--- config.mk ---
export PLATFORM = sky130hd
export DESIGN_NAME = ram_master
export DESIGN_NICKNAME = d
export VERILOG_FILES = /design/src/rtl/ram_master.sv
export SDC_FILE = /design/constraint.sdc
export NUM_CORES = 1
export LEC_CHECK = 0
export ABC_CLOCK_PERIOD_IN_PS = 2100
export BUFFER_PORTS_ARGS = -buffer_cell sky130_fd_sc_hd__buf_2
export CELL_PAD_IN_SITES_DETAIL_PLACEMENT = 0
export CELL_PAD_IN_SITES_GLOBAL_PLACEMENT = 2
export CORE_MARGIN = 2
export CORE_UTILIZATION = 28
export CTS_BUF_LIST = sky130_fd_sc_hd__clkbuf_4
export DETAILED_ROUTE_END_ITERATION = 10
export GPL_ROUTABILITY_DRIVEN = 0
export PLACE_DENSITY = 0.9
export SETUP_SLACK_MARGIN = 0.05
export SLEW_MARGIN = 20
export SYNTH_ARGS = -nofsm -noshare
export SYNTH_HDL_FRONTEND = slang
export SYNTH_SLANG_ARGS = --single-unit
export TNS_END_PERCENT = 5
--- constraint.sdc ---
create_clock -name clk_i -period 2.1 [get_ports clk_i]
set_input_delay 0.42 -clock clk_i [delete_from_list [all_inputs] [get_ports clk_i]]
set_output_delay 0.42 -clock clk_i [all_outputs]
set_load 0.005 [all_outputs]
--- src/rtl/ram_master.sv ---
// Request/response master driving a single-port RAM with 1-cycle read latency.
// Optional zero-fill of the RAM is built when RAM_MASTER_CLEAR_EN is defined.
module ram_master #(
  parameter int ADDRESS_WIDTH = 5,
  parameter int DATA_WIDTH    = 32,
  parameter int MEMORY_DEPTH  = 32
) (
  input  logic                     clk_i,
  input  logic                     rst_i,
  input  logic                     req_valid_i,
  output logic                     req_ready_o,
  input  logic                     req_we_i,
  input  logic [ADDRESS_WIDTH-1:0] req_addr_i,
  input  logic [DATA_WIDTH-1:0]    req_data_i,
  output logic                     rsp_valid_o,
  input  logic                     rsp_ready_i,
  output logic [DATA_WIDTH-1:0]    rsp_data_o,
  output logic [ADDRESS_WIDTH-1:0] ram_address_o,
  output logic [DATA_WIDTH-1:0]    ram_data_o,
  output logic                     ram_we_o,
  input  logic [DATA_WIDTH-1:0]    ram_data_i,
  input  logic                     clear_i,
  output logic                     busy_o
);

  typedef enum logic [2:0] {
    IDLE,
    WRITE,
    RD_ISSUE,
    RD_CAPTURE,
    RESP,
    CLEAR
  } state_t;

  state_t                   state;
  state_t                   state_n;
  logic [ADDRESS_WIDTH-1:0] addr_n;
  logic [DATA_WIDTH-1:0]    wdata_n;
  logic                     we_n;
  logic                     rvalid_n;
  logic [DATA_WIDTH-1:0]    rdata_n;

`ifdef RAM_MASTER_CLEAR_EN
  localparam logic [ADDRESS_WIDTH-1:0] LAST =
    ADDRESS_WIDTH'(MEMORY_DEPTH - 1);
`else
  localparam int unused_depth = MEMORY_DEPTH;
  logic unused_clear;
  assign unused_clear = clear_i;
`endif

  assign req_ready_o = (state == IDLE);
  assign busy_o      = (state != IDLE);

  always_ff @(posedge clk_i) begin
    if (rst_i) begin
      state         <= IDLE;
      ram_address_o <= '0;
      ram_data_o    <= '0;
      ram_we_o      <= 1'b0;
      rsp_valid_o   <= 1'b0;
      rsp_data_o    <= '0;
    end else begin
      state         <= state_n;
      ram_address_o <= addr_n;
      ram_data_o    <= wdata_n;
      ram_we_o      <= we_n;
      rsp_valid_o   <= rvalid_n;
      rsp_data_o    <= rdata_n;
    end
  end

  // ram_we_o defaults low so only WRITE/CLEAR entry can raise it
  always_comb begin
    state_n  = state;
    addr_n   = ram_address_o;
    wdata_n  = ram_data_o;
    we_n     = 1'b0;
    rvalid_n = rsp_valid_o;
    rdata_n  = rsp_data_o;
    unique case (state)
      IDLE: begin
`ifdef RAM_MASTER_CLEAR_EN
        if (clear_i) begin
          addr_n  = '0;
          wdata_n = '0;
          we_n    = 1'b1;
          state_n = CLEAR;
        end else
`endif
        if (req_valid_i) begin
          addr_n = req_addr_i;
          if (req_we_i) begin
            wdata_n = req_data_i;
            we_n    = 1'b1;
            state_n = WRITE;
          end else begin
            state_n = RD_ISSUE;
          end
        end
      end
      WRITE:    state_n = IDLE;
      RD_ISSUE: state_n = RD_CAPTURE;
      RD_CAPTURE: begin
        rdata_n  = ram_data_i;
        rvalid_n = 1'b1;
        state_n  = RESP;
      end
      RESP: begin
        if (rsp_ready_i) begin
          rvalid_n = 1'b0;
          state_n  = IDLE;
        end
      end
      CLEAR: begin
`ifdef RAM_MASTER_CLEAR_EN
        if (ram_address_o == LAST) begin
          state_n = IDLE;
        end else begin
          addr_n = ram_address_o + ADDRESS_WIDTH'(1);
          we_n   = 1'b1;
        end
`else
        state_n = IDLE;
`endif
      end
      default: state_n = IDLE;
    endcase
  end

endmodule

==> metrics.yaml <==
drtIter0Drc: 137
grt_usage: 0.118
final_nets: 530
stdcell_count: 595
cts_made_buffers: 9
fin_crit_sh: 0.790
cts_resized: 0
drive_above_1_share: 0.360
synthXorXnorAreaFrac: 0
final_common_cell: "buf_2"
worst-path-max-fanout: 9
synth.avg_cell_area_um2: 9.37
crit_required_ns: 1.68
hold_violations: 0
cts_tree: "built"
synth_seq_cells: 74
mostFrequentLayoutCells: "buf_2, dfxtp_1, nand2_1, nand2b_1, mux2i_1"
grt_overflow_total: 0
fin_ws_ns: 0.441
post_cts_buffers: 0
yosys_warnings: 0
io_buffers: 146
maxCapViolCount: 0
crit_family: "flip-flops"
synth_simple_gate_area_share: 0.252
grt_max_degree: 107
synth_top_family_by_area: "simple AND/OR/NAND/NOR gates"
fin_skew_ns: 0.00802
cp_slowest_stage_delay_ns: 0.44
syn_nets: 395
timing.hold.ws_ns: 0.250
relSlewSlack: 0.610
synthCells: 320
outcome: "complete, no violations"
p_seq_frac: 0.591
dp_hpwl_um: 4670
route.detailed.drc: 0
power_leakage_uw: 0.00174
placed_cells: 580
post_drt_wl_per_cell_um: 11.6
p_sw_frac: 0.243
clock_latency_ns: 0.39
p_comb_frac: 0.121
areaGrowthSynthToFinish_pct: 28.5
muxShareOfSynthArea: 0.124
setup_viol: 0
core_um2: 10400
fillers: 1102
ys_types: 22
die_h_um: 107
ios: 148
slowest_stage: "dfxtp_1"
holdBufCountCts: 0
worst_pin_slew_ns: 0.585
synth_area_um2: 3000
critPathLaunchType: "flop"
firstDrtPassIters: 4
antenna_found_initial: 0
dp_slack_ns: 0.460
h-tree-depth: 3
num_rows: 37
p_int_uw: 1910
crit_buf_inv: 2
powerDensity_nw_per_um2: 654
dieArea_um2: 11600
ir_worst_vdd_mv: 0.275
cts.clk_slew.worst_paths_ns: 0.11
synthAdderAreaFrac: 0
crit_arrival_ns: 1.24
synth-compound-area-share: 0.0651
die_w_um: 107
hold_class: "in2reg"
crit_type: "reg2out"
setup_tns_ns: 0
wl_um: 6880
p_clk_frac: 0.288
detail-route-antenna-nets: 0
grt_pass1_vias: 2352
fmax_mhz: 603
p_sw_uw: 613
cts_sinks: 74
clockBufferDepth: 2
seq_area_frac_synth: 0.494
cp_cell_sequence: "nor3_4 -> inv_1 -> buf_2"
rsz0062_at_grt: "no"
slew_violations: 0
initial_core_util: 0.289
min_period_ns: 1.66
num_vias: 2533
routed_via_density: 4.26
root_buffer: "clkbuf_4"
end_kind: "output port"
grt_pass1_wl_um: 10800
power by group through the flow:
| stage | Combinational, uW | Sequential, uW | Clock, uW |
|---|---|---|---|
| 6_report | 306 | 1490 | 725 |
| 5_1_grt | 340 | 1500 | 842 |
| 4_1_cts | 312 | 1490 | 781 |
| 3_5_place_dp | 311 | 1520 | 0 |
| 3_3_place_gp | 309 | 1520 | 0 |
| 2_1_floorplan | 191 | 1520 | 0 |
Yosys cell counts (all sizes together):
library cell,count,area [um2]
nor3,1,16.3
nor2,6,22.5
a211oi,1,7.51
and3b,1,8.76
dfxtp,74,1480
and3,1,11.3
nand2b,64,400
nor2b,1,6.26
nor4,2,12.5
o31ai,1,7.51
nand2,64,240
nand3b,1,7.51
buf,13,140
inv,3,11.3
clkbuf,12,45.0
nor4b,1,23.8
a21oi,36,180
nand3,1,5.00
mux2i,37,370
final cells by class:
cell class                 instances  area (um2)  area share
timing repair buffer             149         766       0.199
antenna                            1        2.50    0.000650
inverter                           3        11.3     0.00292
multi-input combinational        218        1320       0.343
clock buffer                      13        97.6      0.0253
sequential                        74        1480       0.385
clock inverter                     1        3.75    0.000974
tap                              136         170      0.0442
per-stage QoR:
stage | util | instance area (um2) | power [uW]
2_1_floorplan | - | 3000 | 1710
3_3_place_gp | 0.361 | 3750 | 1830
3_5_place_dp | 0.361 | 3750 | 1830
4_1_cts | 0.371 | 3850 | 2580
5_1_grt | 0.371 | 3850 | 2680
6_report | 0.372 | 3850 | 2520
per-layer routing:
layer | GRT usage | share of wire | vias to the layer above
met5 | 0 | 0 | -
met4 | 0.0467 | 0.011 | 0
met3 | 0.0460 | 0.10 | 6
met1 | 0.142 | 0.46 | 1130
li1 | - | - | 1297
met2 | 0.187 | 0.43 | 100
worst min-delay path: cells and delay by family:
| family | cells | cell delay [ns] |
|---|---|---|
| buf+inv | 1 | 0.09 |
| simple gates | 1 | 0.04 |
| compound gates | 1 | 0.05 |
registers in the layout (all words and copies together) (netlist names):
register and count:
ram_address_o 5, state 3, ram_data_o 32, rsp_data_o 32, ram_we_o 1, rsp_valid_o 1
path summary, 6_finish.rpt:
check                                                  from                           to  slack [ns]  cells after the start
worst min register to register  rsp_data_o[23]$_SDFFE_PP0P_  rsp_data_o[23]$_SDFFE_PP0P_        0.46                      2
worst min-delay path                         ram_data_i[28]  rsp_data_o[28]$_SDFFE_PP0P_        0.25                      3
worst max-delay path                  state[0]$_SDFFE_PP0P_                       busy_o        0.44                      3
worst max register to register        state[0]$_SDFFE_PP0P_  ram_data_o[14]$_SDFFE_PP0P_        0.47                      3
kinds of logic (layout without fill, tap and decap cells):
logic type,after synthesis,after routing
AND/OR/NAND/NOR,143,143
buffers and inverters,28,166
other,0,1
multiplexers,37,37
AO/OA/AOI/OAI,38,38
flip-flops,74,74
Note: power is estimated with default switching activity, not from simulation.
